## src/rtl/csa_seq_ctrl.sv

```systemverilog
// csa_seq_ctrl: sequencing controller for the carry-select adder datapath.
// Accepts a WIDTH-bit operand pair plus carry-in over valid/ready. It then
// adds one SLICE-bit slice per cycle. Each slice forms both candidate sums
// and the registered carry selects between them. The full result and
// carry-out are presented on a valid/ready output port.
// Optional feature: define CSA_OVF_EN to add the registered signed-overflow
// output ovf.

module csa_seq_ctrl #(
  parameter int WIDTH = 8,
  parameter int SLICE = 4
) (
  input  logic             clk,
  input  logic             rst_n,
  input  logic             in_valid,
  output logic             in_ready,
  input  logic [WIDTH-1:0] a,
  input  logic [WIDTH-1:0] b,
  input  logic             cin,
  output logic             out_valid,
  input  logic             out_ready,
  output logic [WIDTH-1:0] sum,
  output logic             cout,
`ifdef CSA_OVF_EN
  output logic             ovf,
`endif
  output logic             busy
);

  // state | meaning
  // IDLE  | waiting for an operand pair, in_ready high
  // BUSY  | one slice added per cycle, busy high
  // DONE  | result held, out_valid high until out_ready
  typedef enum logic [1:0] {IDLE, BUSY, DONE} state_t;

  localparam int N     = WIDTH / SLICE;
  localparam int IDX_W = (N > 1) ? $clog2(N) : 1;
  localparam logic [IDX_W-1:0] LAST_IDX = IDX_W'(N - 1);

  state_t           state;
  state_t           state_nxt;
  logic [WIDTH-1:0] a_q;
  logic [WIDTH-1:0] b_q;
  logic             carry_q;
  logic [IDX_W-1:0] idx;
  logic [SLICE-1:0] a_s;
  logic [SLICE-1:0] b_s;
  logic [SLICE:0]   s0;
  logic [SLICE:0]   s1;
  logic [SLICE:0]   s_sel;
  logic             last_slice;

  assign a_s        = a_q[idx*SLICE +: SLICE];
  assign b_s        = b_q[idx*SLICE +: SLICE];
  assign s0         = {1'b0, a_s} + {1'b0, b_s};
  assign s1         = s0 + {{SLICE{1'b0}}, 1'b1};
  assign s_sel      = carry_q ? s1 : s0;
  assign last_slice = (idx == LAST_IDX);

  // All handshake outputs decode registered state only.
  assign in_ready  = (state == IDLE);
  assign busy      = (state == BUSY);
  assign out_valid = (state == DONE);
  assign cout      = carry_q;

  // State register.
  always_ff @(posedge clk or negedge rst_n) begin
    if (!rst_n) state <= IDLE;
    else        state <= state_nxt;
  end

  // Next-state decode.
  always_comb begin
    state_nxt = state;
    case (state)
      IDLE:    if (in_valid)   state_nxt = BUSY;
      BUSY:    if (last_slice) state_nxt = DONE;
      DONE:    if (out_ready)  state_nxt = IDLE;
      default:                 state_nxt = IDLE;
    endcase
  end

  // Operand capture, per-slice carry-select add and result assembly.
  always_ff @(posedge clk or negedge rst_n) begin
    if (!rst_n) begin
      a_q     <= '0;
      b_q     <= '0;
      carry_q <= 1'b0;
      idx     <= '0;
      sum     <= '0;
    end else begin
      case (state)
        IDLE: if (in_valid) begin
          a_q     <= a;
          b_q     <= b;
          carry_q <= cin;
          idx     <= '0;
        end
        BUSY: begin
          sum[idx*SLICE +: SLICE] <= s_sel[SLICE-1:0];
          carry_q                 <= s_sel[SLICE];
          idx                     <= idx + IDX_W'(1);
        end
        default: ;
      endcase
    end
  end

`ifdef CSA_OVF_EN
  // Carry into the MSB is recovered as a^b^sum at that bit position.
  // Overflow is that carry XOR the carry out of the MSB.
  always_ff @(posedge clk or negedge rst_n) begin
    if (!rst_n)
      ovf <= 1'b0;
    else if (state == BUSY && last_slice)
      ovf <= (a_s[SLICE-1] ^ b_s[SLICE-1] ^ s_sel[SLICE-1]) ^ s_sel[SLICE];
  end
`endif

endmodule

```

## config.mk

```make
export PLATFORM = sky130hd
export DESIGN_NAME = csa_seq_ctrl
export DESIGN_NICKNAME = d
export VERILOG_FILES = /design/src/rtl/csa_seq_ctrl.sv
export SDC_FILE = /design/constraint.sdc
export NUM_CORES = 1
export LEC_CHECK = 0
export BUFFER_PORTS_ARGS = -buffer_cell sky130_fd_sc_hd__buf_2
export CORE_MARGIN = 2
export CORE_UTILIZATION = 50
export DETAILED_ROUTE_END_ITERATION = 10
export GPL_TIMING_DRIVEN = 0
export PLACE_DENSITY = 0.75
export SLEW_MARGIN = 20
export SYNTH_ARGS = -nofsm -noshare
export SYNTH_HDL_FRONTEND = slang
export SYNTH_SLANG_ARGS = --single-unit
```

## constraint.sdc

```tcl
create_clock -name clk -period 5.6 [get_ports clk]
set_input_delay 0.84 -clock clk [delete_from_list [all_inputs] [get_ports clk]]
set_output_delay 0.84 -clock clk [all_outputs]
set_load 0.05 [all_outputs]
```

==> key figures <==
Global routing
  – Global route hottest layer: met2
  – Met2 Use GR: between 30% and 40%
  – First-pass GRT wire length: 4.312 mm
  – Total gr overflow: 0
  – Via count of the first global-routing pass: 996
  – GR met1 Demand/Resource: 19.85%
  – Initial antenna violation count: 0
  – Overall Global Routing Usage: around 17%
  – Pin count of the biggest net entering global routing: 29
  – Met3 demand-to-capacity share in global routing: 2.304%

Floorplan
  – Die W: 56.90 um
  – Top-level port count: 33
  – Starting density of the core: 51.62%
  – Area of the die: 3237 um^2
  – Num rows: 19
  – Vert. Die Dim: 56.90 um
  – Area of the core: 2710 um^2

Clock network
  – Clk pin slew, worst setup/hold paths: 0.15 ns
  – Post-CTS setup repair buffer count: 0
  – Count of hold buffers inserted by post-cts repair: 0
  – Clock network latency to the later pin of the worst-skew pair: between 0.3 and 0.4 ns
  – Cells resized by post-CTS repair: 0
  – TritonCTS clock tree: yes
  – Number of buffers added by the clock tree synthesis step: 3
  – Root buf cell: sky130_fd_sc_hd__clkbuf_4
  – Clock tree sinks: 28
  – Maximum buffer depth of the clock tree: 2
  – Count of H-tree levels built during CTS: 1

Timing
  – Final count of negative-setup-slack endpoints: 0
  – Setup repair after global routing missed its margin: false
  – Least-Margin Pin Slew: 0.6102 ns
  – Remaining max-slew budget at the tightest pin: 59.32%
  – Final worst clock skew: 0.004885 ns
  – Setup TNS: 0 ns
  – Clock period minus final worst setup slack: 2.746 ns
  – Count of endpoints failing hold in the final timing report: 0
  – Maximum operating frequency: 364.1 MHz
  – Final Max Tran Viols: 0
  – Share of the cycle needed by the critical path after routing: between 40 and 50%

Critical path
  – Worst Path Required: roughly 6 ns
  – Startpoint of the worst-slack reg-to-reg timing path: idx$_DFFE_PN0P_
  – Critical path cell sequence: buf_2 > mux2_2 > ha_1 > inv_1 > fa_1 > inv_1 > ha_1 > nand2_1 > nor3_1 > mux2i_1 > xnor2_1 > o31ai_2
  – Critical Path Max Stage Delay: 0.45 ns
  – Arr. time, crit path: 3.01 ns
  – Family with the most delay on the worst path: adder cells
  – Worst Setup End Kind: flop
  – Category of the critical setup timing path: flop to flop
  – Number of buffer and inverter stages on the critical path: 3
  – Source of the critical timing path: idx$_DFFE_PN0P_
  – Critical Path Start Type: flop
  – Cell with the largest stage delay on the worst path: sky130_fd_sc_hd__fa_1
  – CP max FO: 10

Layout
  – Synth-to-Final Area Change: 17.98%
  – Antenna cell count: 0
  – Commonest cells after routing, fill and taps aside: sky130_fd_sc_hd__buf_2, sky130_fd_sc_hd__dfrtp_1, sky130_fd_sc_hd__mux2_2, sky130_fd_sc_hd__nor2_1, sky130_fd_sc_hd__a21oi_1
  – Share of cells above drive strength 1: 43.79%
  – Final nets: 181
  – Most common cell after layout, fill and taps aside: sky130_fd_sc_hd__buf_2

Worst hold path
  – Class of the tightest hold or removal check: primary input to async pin

Logic synthesis
  – Synthesized cell area: 1399 um^2
  – Post-synthesis sequential element count: 28
  – XOR/XNOR share of the synthesized area: 4.293%
  – Top cell type's share of synthesized area: 50.09%
  – Yosys warnings: 0
  – Synth Instances: 117
  – Complex-gate fraction of the synthesized area: 7.871%
  – Dominant combinational cell family by area after synthesis: multiplexers
  – Synthesized-area fraction occupied by and/or/nand/nor cells: 7.424%
  – Sequential-to-total area share from yosys stat: 50.09%
  – Leading cell types by total area after synthesis: sky130_fd_sc_hd__dfrtp_1, sky130_fd_sc_hd__mux2_2, sky130_fd_sc_hd__ha_1, sky130_fd_sc_hd__xnor2_1, sky130_fd_sc_hd__a21oi_1
  – Count of distinct cell types in the synthesized netlist: 26
  – Cell taking the most area after synthesis: sky130_fd_sc_hd__dfrtp_1
  – Synthesized area per cell: roughly 12 um^2
  – Mux cell area share after synthesis: 19.86%
  – Post-Synthesis Net Count: 144
  – Adder-cell area share of the yosys netlist: 5.903%

Route
  – Number of detailed-route iterations in the first pass: 4
  – Via-per-instance ratio: between 5 and 6
  – Routed wire length per instance: ~13 um
  – Number of nets still failing antenna checks after routing: 0
  – Count of unresolved DRC violations after routing: 0
  – Post-Route WL: 2.414 mm
  – DR vias: 962
  – Detailed router's first-iteration violation count: 19

Placed design
  – Final GP Congestion: 0.7614
  – Port Buf Inserts: 32
  – Hpwl dp: between 1.5 and 2 mm

Flow run
  – Maximum capacitance violations: 0

Outcome
  – Result of the run: complete, no violations
[cells by family (layout without fill, tap and decap cells)]
logic type                 after synthesis  after routing
and+or+nand+nor                         23             23
xor gates and xnor gates                 6              6
DFF                                     28             28
muxes                                   25             25
buffers and inverters                   11             47
adders and majority gates                6              6
AOI/OAI and AO/OA                       18             18
[path summary, 6_finish.rpt]
kind,slack (ns),cells past startpoint,to
setup / recovery,2.85,12,cout$_DFFE_PN0P_
min in group clk,0.49,2,sum[6]$_DFFE_PN0P_
max in group asynchronous,4.72,1,a_q[2]$_DFFE_PN0P_
hold / removal,0.49,1,sum[7]$_DFFE_PN0P_
hold reg to reg,0.49,2,sum[6]$_DFFE_PN0P_
setup reg to reg,2.85,12,cout$_DFFE_PN0P_
[flip-flops by register name (all words and copies together), names as in the netlist]
register,count
b_q,8
sum,8
idx,1
a_q,8
state,2
cout,1
[cell type report]
| type | count | area, um^2 |
|---|---|---|
| Fill cell | 243 | 1060 |
| Buffer | 5 | 41.29 |
| Clock inverter | 1 | 30.03 |
| Sequential cell | 28 | 700.7 |
| Multi-Input combinational cell | 78 | 634.4 |
| Inverter | 6 | 22.52 |
| Tap cell | 31 | 38.79 |
| Clock buffer | 3 | 22.52 |
| Timing Repair Buffer | 32 | 160.2 |
[cells in the mapped netlist]
| cell | number |
|---|---|
| sky130_fd_sc_hd__nand2_1 | 7 |
| sky130_fd_sc_hd__nand2b_1 | 1 |
| sky130_fd_sc_hd__and2_1 | 1 |
| sky130_fd_sc_hd__dfrtp_1 | 28 |
| sky130_fd_sc_hd__nand3_1 | 1 |
| sky130_fd_sc_hd__nor3_1 | 2 |
| sky130_fd_sc_hd__mux2_2 | 22 |
| sky130_fd_sc_hd__fa_1 | 1 |
| sky130_fd_sc_hd__a32oi_1 | 1 |
| sky130_fd_sc_hd__o31ai_2 | 1 |
| sky130_fd_sc_hd__inv_1 | 6 |
| sky130_fd_sc_hd__buf_2 | 3 |
| sky130_fd_sc_hd__a21o_1 | 2 |
| sky130_fd_sc_hd__nor2_1 | 8 |
| sky130_fd_sc_hd__or2_2 | 1 |
| sky130_fd_sc_hd__a21oi_1 | 8 |
| sky130_fd_sc_hd__and2b_1 | 1 |
| sky130_fd_sc_hd__xnor2_1 | 5 |
| sky130_fd_sc_hd__buf_8 | 1 |
| sky130_fd_sc_hd__ha_1 | 5 |
| sky130_fd_sc_hd__nor2b_1 | 1 |
| sky130_fd_sc_hd__buf_6 | 1 |
| sky130_fd_sc_hd__a21o_2 | 1 |
| sky130_fd_sc_hd__xor2_2 | 1 |
| sky130_fd_sc_hd__o21ai_0 | 5 |
| sky130_fd_sc_hd__mux2i_1 | 3 |
[per-stage QoR]
| step | std cells | hold WS (ns) | utilization, % | setup slack [ns] | cell area (um^2) |
|---|---|---|---|---|---|
| 2_1_floorplan | 117 | 0.4749 | - | 3.112 | 1399 |
| 3_3_place_gp | 180 | 0.4560 | 58.96 | 2.913 | 1598 |
| 3_5_place_dp | 180 | 0.4665 | 58.96 | 2.865 | 1598 |
| 4_1_cts | 184 | 0.5004 | 60.90 | 2.835 | 1650 |
| 5_1_grt | 184 | 0.5148 | 60.90 | 2.605 | 1650 |
| 6_report | 184 | 0.4854 | 60.90 | 2.854 | 1650 |
[metal layers]
layer | vias up | share of wire [%] | wire length [um]
li1 | 471 | - | -
met1 | 460 | 43 | 1032
met2 | 26 | 51 | 1223
met3 | 5 | 4.6 | 112
met4 | 0 | 1.9 | 46
met5 | - | 0 | 0
Power is not shown: default switching activity piles up to over one toggle a cycle in this logic, so the estimate is an artifact.
